### src/rtl/ask4_upsampler.sv
// ask4_upsampler: maps Gray-coded 2-bit symbols onto 4-ASK levels and emits
// them as an impulse train, one non-zero sample every UPSAMPLE clocks, with
// a one-entry holding buffer and an underflow pulse when a slot goes empty.
module ask4_upsampler #(
    parameter int UPSAMPLE  = 4,
    parameter int LVL_OUTER = 131070,
    parameter int LVL_INNER = 43690
) (
    input  logic               clk,
    input  logic               reset,
    input  logic [1:0]         sym_in,
    input  logic               sym_valid,
    output logic               sym_ready,
    output logic signed [17:0] sample_out,
    output logic               sym_strobe,
    output logic               underflow
);

    // Phase counter just wide enough for 0..UPSAMPLE-1 (UPSAMPLE is 2..16)
    localparam int PW = (UPSAMPLE > 2) ? $clog2(UPSAMPLE) : 1;
    localparam logic [PW-1:0] PHASE_LAST = PW'(UPSAMPLE - 1);

    // Exact 18-bit two's complement levels, no rounding or saturation
    localparam logic signed [17:0] POS_OUTER = 18'(LVL_OUTER);
    localparam logic signed [17:0] NEG_OUTER = 18'(-LVL_OUTER);
    localparam logic signed [17:0] POS_INNER = 18'(LVL_INNER);
    localparam logic signed [17:0] NEG_INNER = 18'(-LVL_INNER);

    typedef enum logic {
        IDLE = 1'b0,
        RUN  = 1'b1
    } state_t;

    state_t             state_q, state_d;
    logic [PW-1:0]      phase_q, phase_d;
    logic [1:0]         buf_q, buf_d;
    logic               buf_full_q, buf_full_d;
    logic signed [17:0] sample_q, sample_d;
    logic               strobe_q, strobe_d;
    logic               underflow_q, underflow_d;

    logic               slot_zero;
    logic               accept;

    // Gray mapping: the two middle codes are the inner levels
    function automatic logic signed [17:0] map_sym(input logic [1:0] s);
        logic signed [17:0] lvl;
        case (s)
            2'b00:   lvl = NEG_OUTER;
            2'b01:   lvl = NEG_INNER;
            2'b11:   lvl = POS_INNER;
            default: lvl = POS_OUTER;
        endcase
        return lvl;
    endfunction

    // A symbol slot is the phase-0 edge while running; the buffer frees up there
    assign slot_zero  = (state_q == RUN) && (phase_q == '0);
    assign sym_ready  = !buf_full_q || slot_zero;
    assign accept     = sym_valid && sym_ready;

    assign sample_out = sample_q;
    assign sym_strobe = strobe_q;
    assign underflow  = underflow_q;

    // Next-state: FSM, phase counter, holding buffer and registered outputs
    always_comb begin
        state_d     = state_q;
        phase_d     = phase_q;
        buf_d       = buf_q;
        buf_full_d  = buf_full_q;
        sample_d    = '0;
        strobe_d    = 1'b0;
        underflow_d = 1'b0;

        case (state_q)
            IDLE: begin
                phase_d = '0;
                if (accept) begin
                    state_d = RUN;
                end
            end
            RUN: begin
                phase_d = (phase_q == PHASE_LAST) ? '0 : phase_q + PW'(1);
                if (slot_zero) begin
                    if (buf_full_q) begin
                        sample_d   = map_sym(buf_q);
                        strobe_d   = 1'b1;
                        buf_full_d = 1'b0;
                    end else begin
                        underflow_d = 1'b1;
                    end
                end
            end
            default: begin
                state_d = IDLE;
                phase_d = '0;
            end
        endcase

        // Accept after consume so a same-edge refill leaves the buffer full
        if (accept) begin
            buf_d      = sym_in;
            buf_full_d = 1'b1;
        end
    end

    // State and output registers, cleared asynchronously by active-low reset
    always_ff @(posedge clk or negedge reset) begin
        if (!reset) begin
            state_q     <= IDLE;
            phase_q     <= '0;
            buf_q       <= '0;
            buf_full_q  <= 1'b0;
            sample_q    <= '0;
            strobe_q    <= 1'b0;
            underflow_q <= 1'b0;
        end else begin
            state_q     <= state_d;
            phase_q     <= phase_d;
            buf_q       <= buf_d;
            buf_full_q  <= buf_full_d;
            sample_q    <= sample_d;
            strobe_q    <= strobe_d;
            underflow_q <= underflow_d;
        end
    end

endmodule

### config.mk
export PLATFORM = sky130hd
export DESIGN_NAME = ask4_upsampler
export DESIGN_NICKNAME = d
export VERILOG_FILES = /design/src/rtl/ask4_upsampler.sv
export SDC_FILE = /design/constraint.sdc
export NUM_CORES = 1
export LEC_CHECK = 0
export ABC_AREA = 1
export CAP_MARGIN = 10
export CORE_MARGIN = 1
export CORE_UTILIZATION = 43
export CTS_CLUSTER_DIAMETER = 150
export DETAILED_ROUTE_END_ITERATION = 12
export PLACE_DENSITY = 0.82
export SLEW_MARGIN = 20
export SYNTH_ARGS = -nofsm -noshare
export SYNTH_HDL_FRONTEND = slang
export SYNTH_SLANG_ARGS = --single-unit
### constraint.sdc
create_clock -name clk -period 2.1 [get_ports clk]
set_input_delay 0.315 -clock clk [delete_from_list [all_inputs] [get_ports clk]]
set_output_delay 0.315 -clock clk [all_outputs]
set_load 0.01 [all_outputs]
# ---- After elaboration in Yosys (flattened, before gate mapping)
# Cells that the tools add are included.
dict set report word_totals {
  word_cells 38
  reg_bits 26
}
dict set report classes {
  bitwise 1
  n_mux 17
  add_sub_neg 1
  eq_ne 3
  reduce_logical 9
}
# cell n
set ops {}
lappend ops {{18-bit 2-to-1 mux} 3}
lappend ops {{18-bit case mux with 3 select lines} 1}
lappend ops {{1-bit 2-to-1 mux} 11}
lappend ops {{2-bit equality test (second input constant)} 2}
lappend ops {{2-bit logical NOT} 2}
lappend ops {{2-bit case mux with 2 select lines} 1}
lappend ops {{2-bit nonzero test} 2}
lappend ops {{2-bit by 1-bit adder with 2-bit output (second input constant)} 1}
lappend ops {{2-bit by 1-bit equality test with 1-bit output (second input constant)} 1}
lappend ops {{1-bit logical AND} 2}
lappend ops {{2-bit 2-to-1 mux} 1}
lappend ops {{2-bit AND reduction} 1}
lappend ops {{1-bit logical NOT} 1}
lappend ops {{1-bit logical OR} 1}
lappend ops {{1-bit NOT} 1}

# ---- Logic depth before layout (Yosys ltp)
dict set report logic_depth {
  ltp_word 6
  mapped_depth 7
  mapped_depth_nobuf 7
}

# ---- Worst setup path after synthesis
# Ideal clock, no wire load.
dict set report synth_timing {
  kind {reg-to-output}
  startpoint {reg phase_q[0]}
  endpoint {out sym_ready}
  t_arrival_ns 0.780
  stages_incl_launch_ff 5
  path_buffers 0
  slack_ns 1.005
  cell_sequence {dfrtp_1 inv_1 ha_1 nand2_2 nand2_2}
}
dict set report synth_via {
  elab_chain_len 3
}
# element line
set synth_lines {}
lappend synth_lines {{start, declared} 35} ;# logic [PW-1:0] phase_q, phase_d;
lappend synth_lines {{start signal, assigned} 120} ;# phase_q <= phase_d;
lappend synth_lines {{2-bit logical NOT} 58} ;# assign slot_zero = (state_q == RUN) && (phase_q == '0);
lappend synth_lines {{1-bit logical AND} 58}
lappend synth_lines {{1-bit logical OR} 59} ;# assign sym_ready = !buf_full_q || slot_zero;
lappend synth_lines {{end, declared} 13} ;# output logic sym_ready,
# Every way passes these cells.

# ---- Final worst setup path
# Ends and elaborated chain as after synthesis.

==> impl_metrics.json <==
{
  "area_growth_pct": 29.24,
  "cpMaxStageDelayCell": "clkdlybuf4s50_1",
  "path_cells": "inv_1 > ha_1 > nand2_2 > nand2_2 > clkdlybuf4s50_1",
  "cpMostUsedCell": "nand2_2",
  "slew_viol_final": 0,
  "globalplace.congestion": 0.7631,
  "post_cts_buffers": 0,
  "synth.distinct_cells": 11,
  "maxCapViolations": 0,
  "ir_drop_mv": 0.3460,
  "routedWlPerCell_um": 8.080,
  "syn_inst": 61,
  "rows": 12,
  "grtUsageTotal": 0.1180,
  "yosys_register_bits": 11,
  "cts-buffers-inserted": 3,
  "crit_fanout": 5,
  "clockBufferDepth": 2,
  "leakagePower_nw": 0.3788,
  "clk_pin_slew_worst_paths_ns": 0.07,
  "firstDrtPassIters": 2,
  "nFillCells": 96,
  "cp-start-kind": "register",
  "finalSetupViolCount": 0,
  "required_ns": 1.78,
  "grt_max_degree": 12,
  "post-place-ws_ns": 0.4491,
  "cts_tree": "yes",
  "synth_nets": 72,
  "clk_latency_ns": 0.26,
  "skew_ns": 0.001633,
  "syn-cell-area_um2": 590.6,
  "diodes": 0,
  "cp-end-kind": "output pin",
  "hold_class": "primary input to asynchronous set/reset pin",
  "syn_avg_cell_area_um2": 9.681,
  "setup_ws_ns": 0.1494,
  "grt_pass1_wl_mm": 1.131,
  "portBuffers": 24,
  "drc": 0,
  "num_vias": 389,
  "holdWs_ns": 0.3677,
  "clock-root-buffer": "clkbuf_4",
  "power_mw": 0.5996,
  "initial_core_util": 0.4979,
  "dieArea_mm2": 0.001526,
  "cp_top_family": "buffers and inverters",
  "ant_nets": 0,
  "grt_antenna_before_repair": 0,
  "finalWirelength_um": 711,
  "rsz0062_at_grt": "false",
  "fmax_ghz": 0.5127,
  "viasPerCell": 4.420,
  "fin_crit_sh": 0.9289,
  "clock-sinks": 11,
  "crit_path_max_incr_delay_ns": 0.55,
  "worstSetupPathType": "register to output pin",
  "cts_repair_resize_count": 0,
  "status": "completed",
  "ff_latch_area_um2": 275.3,
  "core_mm2": 0.001186,
  "min_period_ns": 1.951,
  "die_h_um": 39.06,
  "grt_pass1_vias": 321,
  "path_buf_inv": 2,
  "cp_data_arrival_time_ns": 1.64,
  "ios": 26,
  "multi_input_area_um2": 176.4,
  "drtIter0Drc": 3,
  "htree_levels": 1,
  "ys_warn_count": 0,
  "fin_setup_tns_ns": 0,
  "nets": 86,
  "ys_seq_area_frac": 0.4661,
  "hold_buffers": 0,
  "dieWidth_um": 39.06,
  "grt-ovfl-total": 0,
  "power.density_mw_per_mm2": 785.6,
  "hold_viol": 0,
  "drive_gt1_frac": 0.09459
}
## per-layer routing
layer  vias to the layer above  track usage  part of all wire
li1                        194            -                 -
met1                       168       0.1026              0.41
met2                        25       0.2125              0.47
met3                         2      0.03468              0.11
met4                         0       0.1034            0.0084
met5                         -            0                 0
## cells by family after synthesis
family | share of synthesized area
adder cells (fa/ha/maj) | 0.1271
other | 0.006350
buffers and inverters | 0.2352
flip-flops | 0.4661
AND/OR/NAND/NOR | 0.1652
## sequential cells by signal, indices dropped and copies added (netlist names)
register and flops:
sym_strobe 1, underflow 1, buf_full_q 1, sample_out 3, phase_q 2, state_q 1, buf_q 2
## stage by stage
stage | instance area, µm² | utilization | std cells
finish | 763.2 | 0.6435 | 88
global route | 763.2 | 0.6435 | 88
CTS | 763.2 | 0.6435 | 88
detailed placement | 735.7 | 0.6203 | 84
global placement | 735.7 | 0.6203 | 84
floorplan | 590.6 | - | 61
## final cells by class
type	count	area share
well taps	14	0.02295
inverters	7	0.03443
clock inverters	1	0.006557
repair buffers	24	0.3148
multi-input cells	28	0.2311
flip-flops and latches	11	0.3607
clock buffers	3	0.02951
## final timing paths
check / startpoint / endpoint / slack (ns) / depth (start not counted)
worst min-delay path: reset / buf_q[1] / 0.37 / 1
max in group asynchronous: reset / state_q / 1.41 / 1
worst min register to register: phase_q[0] / phase_q[0] / 0.47 / 1
min in group clk: phase_q[0] / phase_q[0] / 0.47 / 1
worst max-delay path: phase_q[0] / sym_ready / 0.15 / 5
worst max register to register: phase_q[0] / buf_q[1] / 1.01 / 7
## layout by cell type (no fill, tap or decap)
cell	instances
clkbuf_4	3
clkdlybuf4s50_1	24
clkinv_2	1
conb_1	1
dfrtp_1	11
ha_1	6
inv_1	7
nand2_1	8
nand2_2	2
nand2_4	1
nand3_1	3
nor2_1	5
nor3_1	2
## power by group
part	internal [mW]	total [mW]	switching, mW	leakage (nW)
Clock	0.0704	0.141	0.0704	0.0177
Sequential	0.230	0.250	0.0204	0.130
Combinational	0.131	0.208	0.0779	0.231
Total	0.431	0.600	0.169	0.379
## synth_stat cells, drive strengths merged
library cell  number  area (µm²)
nand2             11       53.80
dfrtp             11       275.3
buf               15       112.6
nor2               5       18.77
ha                 6       75.07
conb               1       3.750
nor3               2       10.01
inv                7       26.28
nand3              3       15.01
(Power assumes the default switching activity.)
